[src/rtl/operand_issue.sv]
// Operand-read / issue stage between decode and execute: regfile read, writeback bypass,
// busy scoreboard for RAW/WAW hazards and a one-entry valid/ready register feeding execute.
module operand_issue #(
    parameter int XLEN   = 32,
    parameter int REG_N  = 32,
    parameter int CTRL_W = 32
) (
    input  logic              clk_i,
    input  logic              rst_n_i,
    input  logic              dec_valid_i,
    output logic              dec_ready_o,
    input  logic              dec_rs1_en_i,
    input  logic [4:0]        dec_rs1_addr_i,
    input  logic              dec_rs2_en_i,
    input  logic [4:0]        dec_rs2_addr_i,
    input  logic              dec_rd_en_i,
    input  logic [4:0]        dec_rd_addr_i,
    input  logic [CTRL_W-1:0] dec_ctrl_i,
    output logic [4:0]        rs1_rd_addr_o,
    output logic [4:0]        rs2_rd_addr_o,
    input  logic [XLEN-1:0]   rs1_rd_data_i,
    input  logic [XLEN-1:0]   rs2_rd_data_i,
    input  logic              wb_en_i,
    input  logic [4:0]        wb_addr_i,
    input  logic [XLEN-1:0]   wb_data_i,
    input  logic              flush_i,
    output logic              ex_valid_o,
    input  logic              ex_ready_i,
    output logic [XLEN-1:0]   ex_rs1_data_o,
    output logic [XLEN-1:0]   ex_rs2_data_o,
    output logic              ex_rd_en_o,
    output logic [4:0]        ex_rd_addr_o,
    output logic [CTRL_W-1:0] ex_ctrl_o
);
    localparam int AW = $clog2(REG_N);

    typedef struct packed {
        logic [XLEN-1:0]   rs1_data;
        logic [XLEN-1:0]   rs2_data;
        logic              rd_en;
        logic [4:0]        rd_addr;
        logic [CTRL_W-1:0] ctrl;
    } ex_entry_t;

    logic [REG_N-1:0] busy_q, busy_d;
    logic [AW-1:0]    rs1_idx, rs2_idx, rd_idx, wb_idx, ex_rd_idx;
    logic             rs1_live, rs2_live, rd_live;
    logic             clr_rs1, clr_rs2, clr_rd, hazard, fire;
    logic [1:0]       vld_pipe;
    ex_entry_t        ex_q, ex_d;

    // Only the low log2(REG_N) address bits select a register.
    assign rs1_idx   = dec_rs1_addr_i[AW-1:0];
    assign rs2_idx   = dec_rs2_addr_i[AW-1:0];
    assign rd_idx    = dec_rd_addr_i[AW-1:0];
    assign wb_idx    = wb_addr_i[AW-1:0];
    assign ex_rd_idx = ex_q.rd_addr[AW-1:0];

    assign rs1_rd_addr_o = dec_rs1_addr_i;
    assign rs2_rd_addr_o = dec_rs2_addr_i;

    assign rs1_live = dec_rs1_en_i && (rs1_idx != '0);
    assign rs2_live = dec_rs2_en_i && (rs2_idx != '0);
    assign rd_live  = dec_rd_en_i  && (rd_idx  != '0);

    // A writeback landing this cycle already resolves the pending write it targets.
    assign clr_rs1 = wb_en_i && (wb_idx == rs1_idx);
    assign clr_rs2 = wb_en_i && (wb_idx == rs2_idx);
    assign clr_rd  = wb_en_i && (wb_idx == rd_idx);

    assign hazard = (rs1_live && busy_q[rs1_idx] && !clr_rs1) ||
                    (rs2_live && busy_q[rs2_idx] && !clr_rs2) ||
                    (rd_live  && busy_q[rd_idx]  && !clr_rd);

    assign dec_ready_o = !flush_i && !hazard && (!vld_pipe[1] || ex_ready_i);
    assign fire        = dec_valid_i && dec_ready_o;
    assign vld_pipe[0] = fire;

    always_comb begin
        ex_d          = '0;
        ex_d.rs1_data = !rs1_live ? '0 : clr_rs1 ? wb_data_i : rs1_rd_data_i;
        ex_d.rs2_data = !rs2_live ? '0 : clr_rs2 ? wb_data_i : rs2_rd_data_i;
        ex_d.rd_en    = dec_rd_en_i;
        ex_d.rd_addr  = dec_rd_addr_i;
        ex_d.ctrl     = dec_ctrl_i;
    end

    // Order matters: set after clears so a same-cycle set on one register wins.
    always_comb begin
        busy_d = busy_q;
        if (wb_en_i)
            busy_d[wb_idx] = 1'b0;
        if (flush_i && vld_pipe[1] && ex_q.rd_en)
            busy_d[ex_rd_idx] = 1'b0;
        if (fire && rd_live)
            busy_d[rd_idx] = 1'b1;
        busy_d[0] = 1'b0;
    end

    always_ff @(posedge clk_i or negedge rst_n_i) begin
        if (!rst_n_i) begin
            busy_q      <= '0;
            vld_pipe[1] <= 1'b0;
            ex_q        <= '0;
        end else begin
            busy_q <= busy_d;
            if (flush_i) begin
                vld_pipe[1] <= 1'b0;
            end else if (vld_pipe[0]) begin
                vld_pipe[1] <= 1'b1;
                ex_q        <= ex_d;
            end else if (ex_ready_i) begin
                vld_pipe[1] <= 1'b0;
            end
        end
    end

    assign ex_valid_o    = vld_pipe[1];
    assign ex_rs1_data_o = ex_q.rs1_data;
    assign ex_rs2_data_o = ex_q.rs2_data;
    assign ex_rd_en_o    = ex_q.rd_en;
    assign ex_rd_addr_o  = ex_q.rd_addr;
    assign ex_ctrl_o     = ex_q.ctrl;

endmodule
[config.mk]
export PLATFORM = sky130hd
export DESIGN_NAME = operand_issue
export DESIGN_NICKNAME = d
export VERILOG_FILES = /design/src/rtl/operand_issue.sv
export SDC_FILE = /design/constraint.sdc
export NUM_CORES = 1
export LEC_CHECK = 0
export ABC_AREA = 1
export ABC_CLOCK_PERIOD_IN_PS = 2000
export BUFFER_PORTS_ARGS = -buffer_cell sky130_fd_sc_hd__buf_4
export CORE_AREA = 2 2 129 131
export CTS_CLUSTER_DIAMETER = 100
export DETAILED_ROUTE_END_ITERATION = 8
export DIE_AREA = 0 0 131 133
export PLACE_DENSITY_LB_ADDON = 0.05
export SLEW_MARGIN = 10
export SYNTH_ARGS = -nofsm -noshare
export SYNTH_HDL_FRONTEND = slang
export SYNTH_SLANG_ARGS = --single-unit
[constraint.sdc]
create_clock -name clk_i -period 2 [get_ports clk_i]
set_input_delay 0.3 -clock clk_i [delete_from_list [all_inputs] [get_ports clk_i]]
set_output_delay 0.3 -clock clk_i [all_outputs]
set_load 0.02 [all_outputs]
==> metrics.md, run 1 <==
| Metric | Value |
|---|---|
| Run status | complete, but fails checks |
| Failing checks | setup timing |
| FF+latch area | around 3400 µm² |
| Worst EP arrival | 2.73 ns |
| Yosys warnings | 0 |
| # diodes | 0 |
| Number of port buffers | between 200 and 300 |
| Die area | 17,420 µm² |
| Vias per Instance | 5.716 |
| Most frequent cell on the critical path | nand3_1 |
| Final Critical Period | 2.365 ns |
| Antenna violations before repair | 0 |
| Pwr/cell area | 822.5 nW/µm² |
| Hpwl dp | about 21,000 µm |
| Max-cap viol count | 0 |
| WS Path Type | reg2reg |
| Hold path depth | 3 |
| Switching part of the total | 0.3628 |
| Slew headroom | 0.6041 |
| Sink Count | between 100 and 150 |
| Sequential power share | 0.341 |
| Pins Over Slew Limit | 0 |
| Largest net degree at the start of global routing | 53 |
| Post-Syn Instances | 1,180 |
| Layout area overhead | 62.83% |
| Syn Area/Cell | 6.686 µm² |
| H-Tree Level Count | 4 |
| DR iter-0 viols | 1,047 |
| Int Pwr | 6734 µW |
| CP Capture Type | register |
| Slowest-stage cell, CP | dfrtp_1 |
| FF+latch count, synth | 134 |
| IO Count | 271 |
| Synth cell types | 24 |
| Core Util, Final | 0.7944 |
| Share of cells above drive strength 1 | 0.4163 |
| Leak Pwr | 0.007220 µW |
| Clock Power Share | 0.317 |
| CTS Buf Count | 17 |
| RSZ-0062 raised after global routing | yes |
| Critical Path RT | 2.36 ns |
| Multi-input gate area | ~4700 µm² |
| Worst path depth | 15 |
| Cell count after placement | 1,681 |
| Wire length per cell | approximately 20 µm |
| Combinational Power Share | 0.342 |
| Worst Path Buf+Inv | 5 |
| DR vias | around 10k |
| Power, Total | 10,570 µW |
| Final hold vios | 0 |
| Die Ht | between 100 and 150 µm |
| Vias in the first global route | between 9k and 10k |
| CP delay by family, top | simple AND/OR/NAND/NOR gates |
| Post-synthesis sequential area ratio | 0.4250 |
| Final WS setup | -0.3655 ns |
| Total GRT Usage | 0.3716 |
| Psw | 3834 µW |
| # nets final | 1,679 |
| Max VDD drop | around 650 µV |
| Worst-Margin Slew | 0.5924 ns |
| Fillers | 1,151 |
| Synth area leaders | dfrtp_1 42%, nand2_1 29%, nand3_1 10% |
| DRC | 0 |
| Syn Std Cell Area | 7890 µm² |
| TritonRoute pass-1 iters | 5 |
| R2R depth | 15 |
| Initial core utilization | 0.4879 |
| Crit-path cells | or2_2, nand3_1, nand3_1, nand3_1, nand3_1, nand3_1, nand3_2, buf_6, nor2_4, buf_12, buf_12, buf_4, buf_6, nand3_1, nand2_1 |
| Core Region | 16,170 µm² |
| Final worst-path cycle share | 1.183 |
| Clock Skew | 0.01200 ns |
| DRT Wirelength | 35,740 µm |
| CP Max Fanout | 6 |
| Most common cell after layout, fill and taps aside | nand2_1 |
| Clk_lat worst skew | roughly 0.44 ns |
| Commonest non-fill, non-tap cells in the layout | 450 x nand2_1, 345 x buf_4, 132 x nand3_1 |
| Top cell type's share of synthesized area | 0.4250 |
| Mapped Nets | roughly 1.3k |
| TritonCTS clock tree | done |
| CP startpoint kind | register |
| Gr ovfl total | 0 |
| Clk slew on worst S/H paths | 0.06 ns |
| Clk buf depth | 2 |
| RD Place Congestion | approximately 1.0 |
| Final Setup Violations | roughly 140 |
| CTS root buffer | clkbuf_16 |
| Min-delay worst type | in2reg |
| Most area-hungry cell type in the Yosys netlist | dfrtp_1 |
| Fmax | about 0.42 GHz |
| Post-route ant nets | 0 |
| DIE WIDTH | between 100 and 150 µm |
| Slowest stage delay, CP | ~0.45 ns |
| First-pass GRT wire length | 49,230 µm |
| Layout Cells excl Fill | 1,755 |
| Site Rows | 47 |
==> cells in the mapped netlist <==
cell type,n
dfrtp_1,134
nor3_2,1
buf_1,2
inv_1,56
nand2b_1,1
o21ai_0,10
a21oi_1,4
o21ai_1,5
nor2_1,49
buf_2,22
a31oi_1,2
nand4_1,3
o211ai_1,11
buf_4,17
o22ai_1,5
nand2_1,604
inv_2,15
nor2_4,1
nor3_1,12
nand3_1,162
or2_2,1
o221ai_1,31
clkbuf_1,27
buf_6,5
==> worst register-to-register path: cells and delay by family (launching register included) <==
kind                   cells  cell delay (ns)
buffers and inverters      5             0.71
and+or+nand+nor           10             1.15
DFF                        1             0.45
==> power groups by stage <==
stage	Combinational (µW)	Sequential [µW]	Clock [µW]
2_1_floorplan	948	4040	0
3_3_place_gp	2900	3570	0
3_5_place_dp	2950	3570	0
4_1_cts	3220	3540	3320
5_1_grt	3830	3640	3460
6_report	3620	3600	3350
==> through the flow <==
stage / cell area (µm²) / setup slack, ns / hold slack [ns] / TNS, ns
CTS: 11880 / -0.2523 / 0.05263 / -24.06
global placement: 10550 / -0.1720 / 0.2505 / -19.33
finish: 12850 / -0.3655 / 0.05808 / -38.12
global route: 12850 / -0.4408 / 0.06258 / -48.89
floorplan: 7890 / 0.07071 / 0.004409 / 0
detailed placement: 10550 / -0.2646 / 0.2517 / -27.27
==> sequential cells by signal, summed over array words and instances (netlist names) <==
| signal | flops |
|---|---|
| ex_ctrl_o | 32 |
| ex_rs1_data_o | 32 |
| ex_rs2_data_o | 32 |
| busy_q | 31 |
| ex_rd_addr_o | 5 |
| ex_rd_en_o | 1 |
| ex_valid_o | 1 |
==> cells by family after synthesis <==
| logic type | Yosys count | share of synthesized area |
|---|---|---|
| buf+inv | 144 | 0.08484 |
| simple gates | 834 | 0.4277 |
| flops | 134 | 0.4250 |
| compound gates | 68 | 0.06248 |
==> per-layer routing <==
metal,wire length [µm],vias up,track usage
met5,0,-,0
met4,1962,0,0.1761
met3,3704,161,0.09179
met2,17320,713,0.5944
met1,12750,4700,0.4694
li1,-,4458,-
==> final timing paths <==
kind                                from                 to  slack [ns]
setup / recovery               busy_q[8]          busy_q[2]       -0.37
hold / removal             dec_ctrl_i[0]       ex_ctrl_o[0]        0.06
setup reg to reg               busy_q[8]          busy_q[2]       -0.37
hold reg to reg             ex_ctrl_o[0]       ex_ctrl_o[0]        0.48
max in group asynchronous        rst_n_i  ex_rs2_data_o[24]        0.99
min in group asynchronous        rst_n_i   ex_rs2_data_o[3]        0.35
==> cell type report <==
cell class / instances / area share
repair buffers: 396 / 0.2815
inverters: 71 / 0.02279
multi-input cells: 902 / 0.3652
clock buffers: 18 / 0.03418
clock inverters: 14 / 0.01363
well taps: 220 / 0.02143
flip-flops and latches: 134 / 0.2613
==> repair_timing <==
action	4_1_cts	5_1_grt
hold buffers	1	0
pin swaps	12	110
hold endpoints to repair	41	0
endpoints found under the setup margin	86	135
setup buffers	17	9
cloned	15	6
gates resized for setup	37	265
Power figures use the tool's default switching activity.
==> inputs of run 2 (changes only) <==
--- a/config.mk
+++ b/config.mk
@@ -13,6 +13,7 @@
 export DETAILED_ROUTE_END_ITERATION = 8
 export DIE_AREA = 0 0 131 133
 export PLACE_DENSITY_LB_ADDON = 0.05
+export RECOVER_POWER = 50
 export SLEW_MARGIN = 10
 export SYNTH_ARGS = -nofsm -noshare
 export SYNTH_HDL_FRONTEND = slang
==> run 2 against run 1 <==
Compared with the run above: clock skew decreased by 0.0013 ns; critical path type unchanged; first-iteration DRC count decreased by 3.9%; design area decreased by 0.45%; non-clock buffer count unchanged; register-to-register slack got worse by 0.02 ns; routed wire length about the same; the run still ends with setup timing left; utilization decreased by 0.36 points; critical endpoint unchanged; sequential share of layout area increased by 0.12 points; flip-flop and latch count unchanged.
==> metrics.md, run 2 (synthesis gave the netlist of run 1 again) <==
| Metric | Value |
|---|---|
| Run status | complete, but fails checks |
| DR vias | approximately 10k |
| CP delay by family, top | simple AND/OR/NAND/NOR gates |
| Power, Total | 10,530 µW |
| Cell area after layout | around 13,000 µm² |
| Final Setup Violations | 135 |
| Layout Cells excl Fill | 1,755 |
| DP Worst Slack | -0.2646 ns |
| Max-cap viol count | 0 |
| DIE WIDTH | 131 µm |
| Pins Over Slew Limit | 0 |
| Clk_lat worst skew | 0.43 ns |
| First-pass GRT wire length | between 40,000 and 50,000 µm |
| R2R Path Start | busy_q[8] |
| Worst-Margin Slew | 1.136 ns |
| DR iter-0 viols | 1,006 |
| Total GRT Usage | 0.3716 |
| TritonRoute pass-1 iters | 6 |
| Layout area overhead | 62.10% |
| Dpl cell area | 10,550 µm² |
| CP Max Fanout | 6 |
| WS Path Type | reg2reg |
| Site Rows | between 40 and 50 |
| Vias in the first global route | a little over 9k |
| Min-delay src | dec_ctrl_i[0] |
| # diodes | 0 |
| Worst Path Buf+Inv | 5 |
| Initial core utilization | 0.4879 |
| Clk buf depth | 2 |
| R2R depth | 15 |
| Slowest-stage cell, CP | dfrtp_1 |
| Hpwl dp | 21,010 µm |
| Worst EP arrival | around 2.7 ns |
| Core Region | 16,170 µm² |
| CTS root buffer | clkbuf_16 |
| Post-route ant nets | 0 |
| Most frequent cell on the critical path | nand3_1 |
| Failing checks | setup timing |
| Slowest stage delay, CP | 0.45 ns |
| R2R Path End | busy_q[2] |
| CP startpoint kind | register |
| Vias per Instance | 5.747 |
| CTS Buf Count | 17 |
| RSZ-0062 raised after global routing | yes |
| Largest net degree at the start of global routing | 53 |
| Wire length per cell | 20.35 µm |
| Commonest non-fill, non-tap cells in the layout | 450 x nand2_1, 336 x buf_4, 132 x nand3_1 |
| Slew headroom | 0.2429 |
| Leak Pwr | 0.007179 µW |
| Die Ht | 133 µm |
| Reg-to-reg slack, setup | -0.38 ns |
| RD Place Congestion | 0.9987 |
| TritonCTS clock tree | done |
| Fmax | 0.4200 GHz |
| Sink Count | 134 |
| # nets final | 1,679 |
| Hold path endpoint | ex_ctrl_o[0] |
| Hold path depth | 3 |
| H-Tree Level Count | 4 |
| Most common cell after layout, fill and taps aside | nand2_1 |
| Final WS setup | -0.3809 ns |
| Critical Path RT | 2.36 ns |
| Number of port buffers | 270 |
| Min-delay worst type | in2reg |
| Die area | 17,420 µm² |
| Gr ovfl total | 0 |
| Share of cells above drive strength 1 | 0.4104 |
| Antenna violations before repair | 0 |
| CP Capture Type | register |
| Final Critical Period | 2.381 ns |
| Final hold vios | 0 |
| Clock Skew | 0.01066 ns |
| Pwr/cell area | 823.5 nW/µm² |
| DRT Wirelength | ~36,000 µm |
| Fillers | 1,175 |
| Max VDD drop | 645.2 µV |
| Cell count after placement | 1,681 |
| Clk slew on worst S/H paths | 0.06 ns |
| DRC | 0 |
| Crit-path cells | or2_2, nand3_1, nand3_1, nand3_1, nand3_1, nand3_1, nand3_2, buf_6, nor2_4, buf_12, buf_12, buf_4, buf_6, nand3_1, nand2_1 |
| Hold Worst Slack | 0.06048 ns |
| Final worst-path cycle share | 1.190 |
| IO Count | 271 |
## run 2: changes by cell type in the layout (fill, tap and decap cells not counted)
cell and delta:
buf_12 -2, buf_4 -9, buf_6 +1, clkbuf_1 +9, clkbuf_2 +1
## run 2: metrics by stage
step	TNS (ns)	util
after detailed placement	-27.27	0.6523
after global routing	-48.89	0.7909
after floorplan	0	-
final	-40.50	0.7909
after CTS	-24.06	0.7344
after global placement	-19.33	0.6523
## run 2: area by class of cell
class,count,area [µm²],share of cell area
multi-input cells,902,4692,0.3669
flip-flops and latches,134,3357,0.2625
clock buffers,18,439.2,0.03434
repair buffers,396,3558,0.2782
inverters,71,292.8,0.02289
well taps,220,275.3,0.02152
clock inverters,14,175.2,0.01370
## run 2: tightest hold or removal path, delay by kind of cell
kind,cells,cell delay [ns]
buf+inv,1,0.08
simple gates,2,0.08
## run 2: worst max path at each step
stage	startpoint	endpoint	slack [ns]	depth (start not counted)
floorplan	dec_rs1_addr_i[1]	ex_ctrl_o[12]	0.07	16
global placement	wb_addr_i[1]	ex_rs2_data_o[3]	-0.17	13
detailed placement	dec_rd_addr_i[0]	ex_rd_addr_o[4]	-0.26	14
CTS	busy_q[10]	dec_ready_o	-0.25	13
global route	busy_q[30]	ex_rs1_data_o[7]	-0.44	18
finish	busy_q[8]	busy_q[2]	-0.38	15
## run 2: report_power, final
| group | leakage (µW) | internal, µW | switching (µW) |
|---|---|---|---|
| Clock | 0.000299 | 2010 | 1320 |
| Sequential | 0.00174 | 3200 | 401 |
| Combinational | 0.00514 | 1520 | 2090 |
| Total | 0.00718 | 6720 | 3810 |
## run 2: metal layers
layer	vias to the layer above	track usage	routed length, µm
met3	173	0.09179	3519
li1	4454	-	-
met5	-	0	0
met1	4728	0.4694	12940
met4	0	0.1761	2077
met2	731	0.5944	17190
## run 2: what timing repair did
| item | 4_1_cts | 5_1_grt |
|---|---|---|
| endpoints found under the hold margin | 41 | 0 |
| hold buffers | 1 | 0 |
| buffers inserted | 17 | 9 |
| resized for setup | 37 | 265 |
| gates cloned | 15 | 6 |
| pin swaps | 12 | 110 |
| setup endpoints to repair | 86 | 135 |
